**config.mk**
```make
export PLATFORM = sky130hd
export DESIGN_NAME = segment_swap_scheduler
export DESIGN_NICKNAME = d
export VERILOG_FILES = /design/src/rtl/segment_swap_scheduler.sv
export SDC_FILE = /design/constraint.sdc
export NUM_CORES = 1
export LEC_CHECK = 0
export ABC_AREA = 1
export CORE_AREA = 2 2 152 154
export DETAILED_ROUTE_END_ITERATION = 10
export DIE_AREA = 0 0 154 156
export PLACE_DENSITY_LB_ADDON = 0.12
export REMOVE_ABC_BUFFERS = 1
export SLEW_MARGIN = 20
export SYNTH_ARGS = -nofsm -noshare
export SYNTH_HDL_FRONTEND = slang
export SYNTH_SLANG_ARGS = --single-unit
```
**constraint.sdc**
```tcl
create_clock -name CLK -period 3 [get_ports CLK]
set_input_delay 0.6 -clock CLK [delete_from_list [all_inputs] [get_ports CLK]]
set_output_delay 0.6 -clock CLK [all_outputs]
set_load 0.01 [all_outputs]
```
**src/rtl/segment_swap_scheduler.sv**
```systemverilog
`default_nettype none
// +--------------------------------------------------------------------------+
// | segment_swap_scheduler                                                   |
// | Schedules segment swaps by index, system time, GPIO edge or ext looping. |
// | Revision: 1.0                                                            |
// +--------------------------------------------------------------------------+
module segment_swap_scheduler #(
  parameter int CycleWidth = 16,
  parameter int RepWidth   = 16
) (
  input  logic                  CLK,
  input  logic                  RST_N,
  input  logic                  UPDATE_SETTINGS,
  input  logic                  REQ_RD_SEGMENT,
  input  logic [7:0]            TRANSITION_MODE,
  input  logic [63:0]           TRANSITION_VALUE,
  input  logic [RepWidth-1:0]   REP,
  input  logic [63:0]           SYS_TIME,
  input  logic [3:0]            GPIO_IN,
  input  logic                  IDX_TICK,
  input  logic [CycleWidth-1:0] IDX,
  input  logic [CycleWidth-1:0] CYCLE0,
  input  logic [CycleWidth-1:0] CYCLE1,
  output logic                  SEGMENT,
  output logic                  SWAP,
  output logic                  STOP,
  output logic                  BUSY,
  output logic                  ERR
);

  localparam logic [1:0] c_S_PLAY    = 2'd0;
  localparam logic [1:0] c_S_WAIT    = 2'd1;
  localparam logic [1:0] c_S_STOPPED = 2'd2;

  localparam logic [7:0] c_MODE_SYNC_IDX = 8'h00;
  localparam logic [7:0] c_MODE_SYS_TIME = 8'h01;
  localparam logic [7:0] c_MODE_GPIO     = 8'h02;
  localparam logic [7:0] c_MODE_EXT      = 8'hF0;

  localparam logic [RepWidth-1:0] c_REP_INF = '1;

  logic [1:0]            r_state;
  logic                  r_segment;
  logic                  r_swap;
  logic                  r_stop;
  logic                  r_err;
  logic [RepWidth-1:0]   r_loop_cnt;
  logic [RepWidth-1:0]   r_act_rep;
  logic                  r_act_ext;
  logic                  r_pend_seg;
  logic [7:0]            r_pend_mode;
  logic [63:0]           r_pend_value;
  logic [RepWidth-1:0]   r_pend_rep;
  logic [3:0]            r_gpio_q;

  logic [1:0]            w_next_state;
  logic [CycleWidth-1:0] w_cycle_sel;
  logic                  w_loop_end;
  logic                  w_mode_valid;
  logic                  w_accept;
  logic                  w_gpio_rise;
  logic                  w_trigger;
  logic                  w_loops_done;
  logic                  w_segment_d;
  logic                  w_swap_d;
  logic                  w_stop_d;
  logic                  w_err_d;
  logic [RepWidth-1:0]   w_loop_cnt_d;
  logic [RepWidth-1:0]   w_act_rep_d;
  logic                  w_act_ext_d;

  always_ff @(posedge CLK or negedge RST_N) begin
    if (!RST_N) begin
      r_state <= c_S_PLAY;
    end else begin
      r_state <= w_next_state;
    end
  end

  always_comb begin
    w_cycle_sel  = r_segment ? CYCLE1 : CYCLE0;
    w_loop_end   = IDX_TICK && (IDX == w_cycle_sel);
    w_mode_valid = (TRANSITION_MODE == c_MODE_SYNC_IDX) || (TRANSITION_MODE == c_MODE_SYS_TIME) ||
                   (TRANSITION_MODE == c_MODE_GPIO)     || (TRANSITION_MODE == c_MODE_EXT);
    w_accept     = UPDATE_SETTINGS && w_mode_valid;
    w_gpio_rise  = GPIO_IN[r_pend_value[1:0]] && !r_gpio_q[r_pend_value[1:0]];

    w_trigger = 1'b0;
    if (r_state == c_S_WAIT) begin
      case (r_pend_mode)
        c_MODE_SYS_TIME: w_trigger = (SYS_TIME >= r_pend_value);
        c_MODE_GPIO:     w_trigger = w_gpio_rise;
        default:         w_trigger = w_loop_end;
      endcase
    end

    // Only PLAY counts loops; a pending request freezes the old segment's count.
    w_loops_done = (r_state == c_S_PLAY) && w_loop_end && (r_act_rep != c_REP_INF) &&
                   (r_loop_cnt == r_act_rep);

    w_next_state = r_state;
    if (w_accept) begin
      w_next_state = c_S_WAIT;
    end else begin
      case (r_state)
        c_S_PLAY: if (w_loops_done && !r_act_ext) w_next_state = c_S_STOPPED;
        c_S_WAIT: if (w_trigger) w_next_state = c_S_PLAY;
        default:  w_next_state = r_state;
      endcase
    end
  end

  always_comb begin
    w_segment_d  = r_segment;
    w_swap_d     = 1'b0;
    w_stop_d     = r_stop;
    w_err_d      = r_err || (UPDATE_SETTINGS && !w_mode_valid);
    w_loop_cnt_d = r_loop_cnt;
    w_act_rep_d  = r_act_rep;
    w_act_ext_d  = r_act_ext;

    if (w_trigger) begin
      w_segment_d  = r_pend_seg;
      w_swap_d     = 1'b1;
      w_stop_d     = 1'b0;
      w_loop_cnt_d = '0;
      w_act_rep_d  = r_pend_rep;
      w_act_ext_d  = (r_pend_mode == c_MODE_EXT);
    end else if (w_loops_done) begin
      if (r_act_ext) begin
        w_segment_d  = !r_segment;
        w_swap_d     = 1'b1;
        w_loop_cnt_d = '0;
      end else begin
        w_stop_d = 1'b1;
      end
    end else if ((r_state == c_S_PLAY) && w_loop_end && (r_act_rep != c_REP_INF)) begin
      w_loop_cnt_d = r_loop_cnt + 1'b1;
    end

    SEGMENT = r_segment;
    SWAP    = r_swap;
    STOP    = r_stop;
    BUSY    = (r_state == c_S_WAIT);
    ERR     = r_err;
  end

  always_ff @(posedge CLK or negedge RST_N) begin
    if (!RST_N) begin
      r_segment    <= 1'b0;
      r_swap       <= 1'b0;
      r_stop       <= 1'b0;
      r_err        <= 1'b0;
      r_loop_cnt   <= '0;
      r_act_rep    <= c_REP_INF;
      r_act_ext    <= 1'b0;
      r_pend_seg   <= 1'b0;
      r_pend_mode  <= c_MODE_SYNC_IDX;
      r_pend_value <= '0;
      r_pend_rep   <= '0;
      r_gpio_q     <= '0;
    end else begin
      r_segment  <= w_segment_d;
      r_swap     <= w_swap_d;
      r_stop     <= w_stop_d;
      r_err      <= w_err_d;
      r_loop_cnt <= w_loop_cnt_d;
      r_act_rep  <= w_act_rep_d;
      r_act_ext  <= w_act_ext_d;
      r_gpio_q   <= GPIO_IN;
      if (w_accept) begin
        r_pend_seg   <= REQ_RD_SEGMENT;
        r_pend_mode  <= TRANSITION_MODE;
        r_pend_value <= TRANSITION_VALUE;
        r_pend_rep   <= REP;
      end
    end
  end

endmodule
`default_nettype wire
```
# Word-level counts from Yosys, hierarchy flattened
# Index checks and enable logic that the tools add are counted.
[totals]
out_inout_bits = 5
elab_cells = 80
reg_bits = 132
[classes]
n_reduce_logical = 26
eq_ne = 14
mux = 24
magnitude_cmp = 2
add_sub_neg = 1
[ops]
columns = ["operator", "n"]
rows = [
  ["$mux W16", 5],
  ["$ge A64 B64 Y1", 1],
  ["$eq A16 B16 Y1", 2],
  ["$add A16 B1 Y16 const B", 1],
  ["$eq A8 B1 Y1 const B", 2],
  ["$eq A8 B2 Y1 const B", 2],
  ["$eq A8 B8 Y1 const B", 2],
  ["$ne A16 B16 Y1 const B", 1],
  ["$mux W1", 12],
  ["$logic_and A1 B1 Y1", 8],
  ["$logic_not A8 Y1", 1],
  ["$mux W2", 3],
  ["$reduce_and A2 Y1", 3],
  ["$reduce_bool A3 Y1", 2],
  ["$bmux W1 S2", 2],
  ["$logic_not A1 Y1", 4],
  ["$logic_or A1 B1 Y1", 4],
  ["$pmux W2 S2", 1],
  ["$reduce_bool A2 Y1", 2],
  ["$lt A2 B3 Y1 const B", 1],
  ["$ne A3 B1 Y1 const B", 1],
  ["$ne A3 B2 Y1 const B", 1],
  ["$ne A3 B3 Y1 const B", 1],
  ["$reduce_and A3 Y1", 1],
  ["4 further kinds", 4],
]

# Logic depth before layout (Yosys ltp)
# Gate-level depths: netlist of run 1.
[depth]
ltp_word = 10
mapped_depth = 23
mapped_depth_nobuf = 23

# Worst setup path after synthesis of run 1
# OpenSTA, ideal clock, no wires.
[synth_path]
path_kind = "input to register"
from = "input SYS_TIME[61]"
to = "register r_loop_cnt[15]"
path_stages = 15
slack_ns = 0.726
required_time_ns = 2.881
setup_time_ns = 0.119
arrival_time_ns = 2.155
path_cell_list = "ha_1 nand2_1 nor3_1 nand3_1 nor2_1 nand4_1 nand3_1 nand2_1 nand2_1 nand2_2 buf_4 nand2_1 nand2_1 nand2_1 nor2_1"
[synth_via]
elab_chain_len = 5
[synth_lines]
columns = ["element", "line_no", "source"]
rows = [
  ["start, declared", "18", "input logic [63:0] SYS_TIME,"],
  ["$ge A64 B64 Y1 *", "91", "c_MODE_SYS_TIME: w_trigger = (SYS_TIME >= r_pend_value);"],
  ["$pmux W1 S2 *", "90", "case (r_pend_mode)"],
  ["$mux W1 *", "89", "if (r_state == c_S_WAIT) begin"],
  ["$ne A3 B3 Y1 (no source line) or $reduce_bool A3 Y1 (tied branches)", "-", ""],
  ["$reduce_and A2 Y1 (no source line)", "-", ""],
  ["end signal, assigned", "167", "r_loop_cnt <= w_loop_cnt_d;"],
  ["end, declared", "47", "logic [RepWidth-1:0] r_loop_cnt;"],
]
# Mark *: on every way between the ends. The rest lies on a longest branch, timed or not.
# A chain may end at the register's enable or synchronous reset.

# Worst setup path after layout of run 1
[layout_path]
from = "input SYS_TIME[57]"
to = "register r_loop_cnt[10]"
# Same word-level chain as after synthesis.

==> metrics.yaml, run 1 <==
clocking:
  ctsHtreeMaxLevel: 4
  cts_hold_buf: 0
  cts_buffer_depth: 2
  post_cts_buffers: 0
  clk_pin_slew_ns: 0.07
  cts_tree: "built"
  root_buffer: "clkbuf_16"
  clock_latency_ns: 0.43
  cts_resized: 0
  cts_buffers: 17
  clock-sinks: 132
synthesis:
  synth-edff-count: 0
  synth_top_cell_by_area: "dfrtp_1"
  async_reset_ff_frac: 1.00
  yosysSeqAreaShare: 0.428
  synth.top_cell.area_share: 0.374
  ys_warn_count: 0
  netlist_top_cells_area: "dfrtp_1 37%, nand2_1 16%, ha_1 10%, inv_1 6.1%, dfstp_2 5.4%"
  synth.distinct_cells: 32
  synth_area_mm2: 0.00777
  ys_seq_elements: 132
  synthCells: 1009
  synth_ff_type: "dfrtp_1"
  synth.avg_cell_area_um2: 7.70
floorplan:
  num_io_pins: 214
  die_x_um: 154
  fp-row-count: 55
  dieHeight_um: 156
  core_mm2: 0.0224
  die-area_mm2: 0.0240
  start_util: 0.347
detailed_routing:
  num_vias: 7012
  drt_iter0_drc: 333
  wl_per_cell_um: 13.2
  wirelength_um: 20100
  drc_errors: 0
  postRouteAntennaNets: 0
  vias_per_cell: 4.59
  drt_first_pass_iters: 5
timing:
  fmax_mhz: 376
  setup_ws_ns: 0.342
  final.setup.tns_ns: 0
  worstMarginPinSlew_ns: 0.585
  timing.hold.ws_ns: 0.0983
  fin_skew_ns: 0.0149
  fin_crit_ns: 2.66
  finalHoldViolations: 0
  rsz0062_at_grt: "no"
  relSlewSlack: 0.606
  setup_viol: 0
  slew_viol_final: 0
  fin_crit_sh: 0.886
cells_and_area:
  nets: 1504
  final_cell_mix: "337 x nand2_1, 212 x clkdlybuf4s50_1, 126 x inv_1"
  diodes: 0
  final_common_cell: "nand2_1"
  post-route-util: 0.488
  drive_above_1_share: 0.0603
  area_delta_synth_final_pct: 40.4
  fillers: 2179
setup_path:
  critPathArrivalTime_ns: 2.99
  crit_required_ns: 3.33
  critPathCaptureType: "flop"
  critPathLaunchType: "input port"
  cp_max_fo: 14
  path_class: "input port to flop"
global_routing:
  grt_max_degree: 59
  grt_pass1_wl_um: 33200
  overflow: 0
  grt_pass1_vias: 6879
  grt_usage: 0.172
  antenna_found_initial: 0
pwr:
  p_per_area_mw_per_mm2: 524
  cellLeakagePower_uw: 0.00531
  ir_drop_v: 0.000345
placed_design:
  post-dp-hpwl_um: 15600
  gp_congestion: 0.834
  portBuffers: 213
  pre_cts_slack_ns: -0.122
min_path:
  hold_path_class: "input port to async pin"
outcome:
  status: "complete, no violations"
run:
  cap_violations: 0
-- metrics by stage --
stage                     total power (µW)  instance area [µm²]  instances
after floorplan                       3110                 7630        981
after global placement                3680                10300       1496
after detailed placement              3710                10300       1496
after CTS                             5800                10900       1528
after global routing                  6120                10900       1528
final                                 5710                10900       1528
-- metal layers --
metal / vias up / track usage / share of wire / wire (µm)
li1: 3693 / - / - / -
met1: 3144 / 0.212 / 0.45 / 9010
met5: - / 0 / 0 / 0
met3: 24 / 0.0558 / 0.071 / 1430
met4: 0 / 0.0449 / 0.013 / 254
met2: 151 / 0.290 / 0.47 / 9450
-- cell type report --
class,count,area (µm²),share of cell area
multi-input cells,720,3830,0.351
clock inverters,14,136,0.0125
well taps,285,357,0.0327
flip-flops and latches,132,3320,0.305
inverters,129,487,0.0446
clock buffers,18,439,0.0403
repair buffers,230,2340,0.214
-- state kept, by name (all words and copies together) (netlist names) --
register	flops
r_pend_rep	16
r_gpio_q	4
r_loop_cnt	16
r_pend_value	64
r_act_ext	1
r_pend_mode	8
SEGMENT	1
SWAP	1
r_pend_seg	1
r_act_rep	16
STOP	1
r_state	2
ERR	1
-- final timing paths --
path / start / end / slack (ns) / depth (start not counted)
setup / recovery: SYS_TIME[57] / r_loop_cnt[10] / 0.34 / 13
hold / removal: RST_N / r_pend_value[43] / 0.1 / 1
setup reg to reg: r_pend_value[57] / r_loop_cnt[10] / 0.57 / 13
hold reg to reg: r_pend_rep[9] / r_act_rep[9] / 0.47 / 2
max in group asynchronous: RST_N / r_act_rep[10] / 2.17 / 2
min in group CLK: r_pend_rep[9] / r_act_rep[9] / 0.47 / 2
-- kinds of logic (layout without fill, tap and decap cells) --
family,after synthesis,count (layout),share of synthesized area
buffers and inverters,157,391,0.0797
AND/OR/NAND/NOR,476,476,0.251
flip-flops,132,132,0.428
XOR/XNOR,29,29,0.0327
adder cells (fa/ha/maj),65,65,0.105
AO/OA/AOI/OAI,150,150,0.104
-- report_power, final --
group	switching [µW]	leakage, µW	internal (µW)	total [µW]
registers	122	0.00152	2110	2240
clock network	865	0.000287	1180	2050
logic	731	0.00350	698	1430
total	1720	0.00531	4000	5710
-- cells in the mapped netlist, types with 2 or more instances --
| master | number |
|---|---|
| xnor2_1 | 13 |
| nand3_1 | 44 |
| o21ai_0 | 83 |
| nor4_1 | 8 |
| a21oi_1 | 41 |
| nand2_1 | 337 |
| buf_4 | 2 |
| o21a_1 | 4 |
| clkbuf_1 | 18 |
| dfrtp_1 | 116 |
| buf_2 | 6 |
| inv_2 | 2 |
| o22ai_1 | 10 |
| or2_2 | 3 |
| buf_6 | 2 |
| inv_1 | 127 |
| nor3_1 | 12 |
| dfstp_2 | 16 |
| nand4_1 | 19 |
| o211ai_1 | 3 |
| a21o_1 | 5 |
| ha_1 | 65 |
| xor2_1 | 16 |
| o221ai_1 | 2 |
| nor2_1 | 48 |
-- critical path, stage by stage --
cell and delay (ns):
clkdlybuf4s50_1 0.42, ha_1 0.32, a21oi_1 0.16, o21ai_0 0.09
a21oi_1 0.16, nand2_1 0.13, a21oi_1 0.13, nand3_1 0.15
nand2_1 0.09, nand2_1 0.06, nand2_2 0.14, nand3_2 0.28
o21ai_0 0.25
(Power assumes the default switching activity.)
==> run 2, diff against run 1 <==
--- a/config.mk
+++ b/config.mk
@@ -6,9 +6,9 @@
 export NUM_CORES = 1
 export LEC_CHECK = 0
 export ABC_AREA = 1
-export CORE_AREA = 2 2 152 154
+export CORE_AREA = 2 2 164 166
 export DETAILED_ROUTE_END_ITERATION = 10
-export DIE_AREA = 0 0 154 156
+export DIE_AREA = 0 0 166 168
 export PLACE_DENSITY_LB_ADDON = 0.12
 export REMOVE_ABC_BUFFERS = 1
 export SLEW_MARGIN = 20
==> metrics.yaml, run 2 (same netlist as run 1, synthesis figures left out) <==
outcome:
  status: "complete, no violations"
pwr:
  p_total_uw: 5850
  p_per_area_mw_per_mm2: 532
  ir_drop_v: 0.000295
  cellLeakagePower_uw: 0.00531
cells_and_area:
  final_cell_mix: "337 x nand2_1, 212 x clkdlybuf4s50_1, 126 x inv_1"
  area_delta_synth_final_pct: 41.4
  final_common_cell: "nand2_1"
  nets: 1504
  fillers: 2661
  fin_cells: 1586
  regMostFlops: "r_pend_value"
  design_area_mm2: 0.0110
  largest_reg_flops: 64
  drive_above_1_share: 0.0603
floorplan:
  core_mm2: 0.0264
  dieHeight_um: 168
  num_io_pins: 214
  fp-row-count: 60
  die-area_mm2: 0.0279
  die_x_um: 166
  start_util: 0.295
placed_design:
  placed_area_mm2: 0.0104
  portBuffers: 213
  post-dp-hpwl_um: 16600
  gp_congestion: 0.769
  dp.cells: 1552
clocking:
  clk_pin_slew_ns: 0.07
  cts_resized: 0
  cts_buffers: 17
  cts_buffer_depth: 2
  cts_hold_buf: 0
  clock_latency_ns: 0.42
  cts_tree: "built"
  root_buffer: "clkbuf_16"
  ctsHtreeMaxLevel: 4
  clock-sinks: 132
  post_cts_buffers: 0
global_routing:
  antenna_found_initial: 3
  grt_pass1_wl_um: 35000
  grt_usage: 0.156
  grt_max_degree: 112
  overflow: 0
  grt_pass1_vias: 6987
run:
  cap_violations: 0
detailed_routing:
  drt_iter0_drc: 308
  wl_per_cell_um: 13.4
  vias_per_cell: 4.34
  num_vias: 6876
  wirelength_um: 21300
  drc_errors: 0
  postRouteAntennaNets: 0
  drt_first_pass_iters: 4
timing:
  slew_viol_final: 0
  worstMarginPinSlew_ns: 0.698
  timing.hold.ws_ns: 0.190
  fin_crit_sh: 0.909
  rsz0062_at_grt: "no"
  fin_skew_ns: 0.0161
  fmax_mhz: 367
  setup_viol: 0
  fin_crit_ns: 2.73
  relSlewSlack: 0.535
  final.setup.tns_ns: 0
  finalHoldViolations: 0
setup_path:
  critPathCaptureType: "flop"
  r2r_slack_ns: 0.51
  cp_max_fo: 14
  path_class: "input port to flop"
  critPathArrivalTime_ns: 3.01
  crit_required_ns: 3.28
  critPathLaunchType: "input port"
min_path:
  hold_path_class: "input port to async pin"
## run 2: cell types whose count changed in the layout (fill, tap and decap cells not counted), sizes merged
cell    previous run  this run
diode              0         2
clkinv             5         2
bufinv             1         2
inv              137       140
clkbuf            18        17
## run 2: worst max-delay path: stages
cell             delay (ns)
clkdlybuf4s50_1        0.41
ha_1                   0.30
nand2_1                0.08
nor3_1                 0.29
nand3_1                0.21
nor2_1                 0.16
nand4_1                0.10
nand3_1                0.17
nand2_1                0.07
nand2_1                0.08
nand2_2                0.11
nand3_2                0.28
o21ai_0                0.14
## run 2: metal layers
metal | track usage | up-vias | share of wire
li1 | - | 3695 | -
met1 | 0.202 | 3011 | 0.46
met2 | 0.254 | 155 | 0.45
met3 | 0.0541 | 13 | 0.076
met4 | 0.0325 | 2 | 0.0073
met5 | 0 | - | 0.00061
## run 2: area by class of cell
| cell class | instances | area [µm²] | area share |
|---|---|---|---|
| clock inverter | 15 | 179 | 0.0163 |
| multi-input combinational | 720 | 3830 | 0.348 |
| inverter | 129 | 487 | 0.0443 |
| timing repair buffer | 230 | 2310 | 0.210 |
| tap | 341 | 427 | 0.0388 |
| clock buffer | 17 | 425 | 0.0387 |
| sequential | 132 | 3320 | 0.303 |
| antenna | 2 | 5.00 | 0.000456 |
## run 2: final timing paths
path,cells after the start,end,from
max reg2reg,17,r_loop_cnt[9],r_pend_value[19]
min reg2reg,1,ERR,ERR
max,13,r_loop_cnt[9],SYS_TIME[61]
min in group CLK,1,ERR,ERR
max in group asynchronous,2,r_act_rep[15],RST_N
min,1,r_pend_rep[10],RST_N
## run 2: power breakdown
group / internal, µW / switching (µW) / total, µW
Sequential: 2110 / 123 / 2240
Combinational: 701 / 741 / 1440
Clock: 1270 / 902 / 2170
## run 2: metrics by stage
step	worst slack, ns	utilization
2_1_floorplan	-0.958	-
3_3_place_gp	-0.122	0.394
3_5_place_dp	-0.201	0.394
4_1_cts	0.244	0.417
5_1_grt	0.00867	0.417
6_report	0.272	0.417
==> run 3, diff against run 2 <==
--- a/config.mk
+++ b/config.mk
@@ -10,7 +10,6 @@
 export DETAILED_ROUTE_END_ITERATION = 10
 export DIE_AREA = 0 0 166 168
 export PLACE_DENSITY_LB_ADDON = 0.12
-export REMOVE_ABC_BUFFERS = 1
 export SLEW_MARGIN = 20
 export SYNTH_ARGS = -nofsm -noshare
 export SYNTH_HDL_FRONTEND = slang
==> metrics.yaml, run 3 (same netlist as run 1, synthesis figures left out) <==
outcome:
  status: "complete, no violations"
clocking:
  ctsHtreeMaxLevel: 4
  clock_latency_ns: 0.41
  root_buffer: "clkbuf_16"
  cts_buffer_depth: 2
  clk_pin_slew_ns: 0.06
  cts_buffers: 17
  cts_tree: "built"
  cts_hold_buf: 0
  clock-sinks: 132
placed_design:
  gp_congestion: 0.793
  dp.cells: 1557
  portBuffers: 213
  post-dp-hpwl_um: 17000
  pre_cts_slack_ns: -0.297
floorplan:
  dieHeight_um: 168
  fp-row-count: 60
  start_util: 0.295
  die-area_mm2: 0.0279
  core_mm2: 0.0264
  num_io_pins: 214
  die_x_um: 166
timing:
  finalHoldViolations: 0
  fin_skew_ns: 0.0111
  fin_crit_ns: 2.77
  fmax_mhz: 361
  relSlewSlack: 0.525
  worstMarginPinSlew_ns: 0.713
  setup_viol: 0
  fin_crit_sh: 0.922
  setup_ws_ns: 0.233
  rsz0062_at_grt: "no"
  slew_viol_final: 0
cells_and_area:
  diodes: 0
  nets: 1509
  regMostFlops: "r_pend_value"
  final_cell_mix: "337 x nand2_1, 212 x clkdlybuf4s50_1, 126 x inv_1"
  final_common_cell: "nand2_1"
  fin_cells: 1589
  fillers: 2697
  area_delta_synth_final_pct: 41.5
  drive_above_1_share: 0.0625
  largest_reg_flops: 64
  post-route-util: 0.417
detailed_routing:
  num_vias: 7003
  wl_per_cell_um: 13.6
  postRouteAntennaNets: 0
  drc_errors: 0
  drt_iter0_drc: 328
  drt_first_pass_iters: 4
  wirelength_um: 21600
  vias_per_cell: 4.41
setup_path:
  path_class: "input port to flop"
  critPathArrivalTime_ns: 3.10
  critPathCaptureType: "flop"
  cp_max_fo: 14
  r2r_slack_ns: 0.48
  crit_required_ns: 3.33
  critPathLaunchType: "input port"
pwr:
  ir_drop_v: 0.000293
  p_per_area_mw_per_mm2: 508
  cellLeakagePower_uw: 0.00530
  p_total_uw: 5590
global_routing:
  grt_max_degree: 73
  grt_usage: 0.161
  antenna_found_initial: 4
  grt_pass1_wl_um: 36100
  overflow: 0
  grt_pass1_vias: 7186
min_path:
  hold_path_class: "input port to async pin"
synthesis:
  syn_nets: 1283
run:
  cap_violations: 0
==> run 3: cell types whose count changed in the layout (fill, tap and decap cells not counted), moves of 2 or more <==
cell        previous run  this run
buf_12                 4         7
buf_4                 13        15
bufinv_16              2         0
clkbuf_1               0         3
clkbuf_8               0         2
clkinvlp_4             0         4
diode_2                2         0
inv_6                  6         3
inv_8                  5         0
==> run 3: final timing paths <==
check                                  end  depth (start not counted)             start
min in group CLK              r_act_rep[6]                          2     r_pend_rep[6]
setup reg to reg             r_loop_cnt[0]                         14  r_pend_value[59]
max in group asynchronous  r_pend_value[9]                          2             RST_N
hold / removal                  r_pend_seg                          1             RST_N
hold reg to reg               r_act_rep[6]                          2     r_pend_rep[6]
setup / recovery             r_loop_cnt[0]                         14      SYS_TIME[59]
==> run 3: cell type report <==
| cell class | count | area (µm²) | share of cell area |
|---|---|---|---|
| inverter | 129 | 487 | 0.0443 |
| multi-input combinational | 720 | 3830 | 0.348 |
| timing repair buffer | 235 | 2390 | 0.217 |
| tap | 341 | 427 | 0.0388 |
| sequential | 132 | 3320 | 0.302 |
| clock buffer | 22 | 464 | 0.0422 |
| clock inverter | 10 | 75.1 | 0.00683 |
==> run 3: critical path, cell delays in order <==
cell and delay (ns):
clkdlybuf4s50_1 0.41, ha_1 0.31, a21oi_1 0.18, o21ai_0 0.11, a21oi_1 0.14, nand2_1 0.10, a21oi_1 0.30, nand3_1 0.20
nand2_1 0.11, nand2_1 0.06, nand2_2 0.15, nand3_2 0.11, buf_12 0.17, o21ai_0 0.14
==> run 3: power breakdown <==
part           internal [µW]  switching, µW  leakage [µW]
Combinational            701            744       0.00353
Sequential              2110            118       0.00152
Clock                   1110            803      0.000254
==> run 3: timing repair <==
action                                  in CTS  in global routing
endpoints found under the hold margin        0                  0
endpoints found under the setup margin       0                  1
buffers inserted                             0                  0
gates resized for setup                      0                  1
==> run 3: per-layer routing <==
layer  global-route usage  share of wire  vias up
li1                     -              -     3705
met1                0.208           0.47     3115
met2                0.260           0.44      156
met3               0.0520          0.069       21
met4               0.0397          0.012        6
met5                    0         0.0019        -
==> run 3: metrics by stage <==
stage	setup TNS, ns	instance area (µm²)	hold slack [ns]
floorplan	0	7770	0.304
global placement	-7.23	10500	0.452
detailed placement	-8.26	10500	0.458
CTS	0	11000	0.235
global route	0	11000	0.262
finish	0	11000	0.206
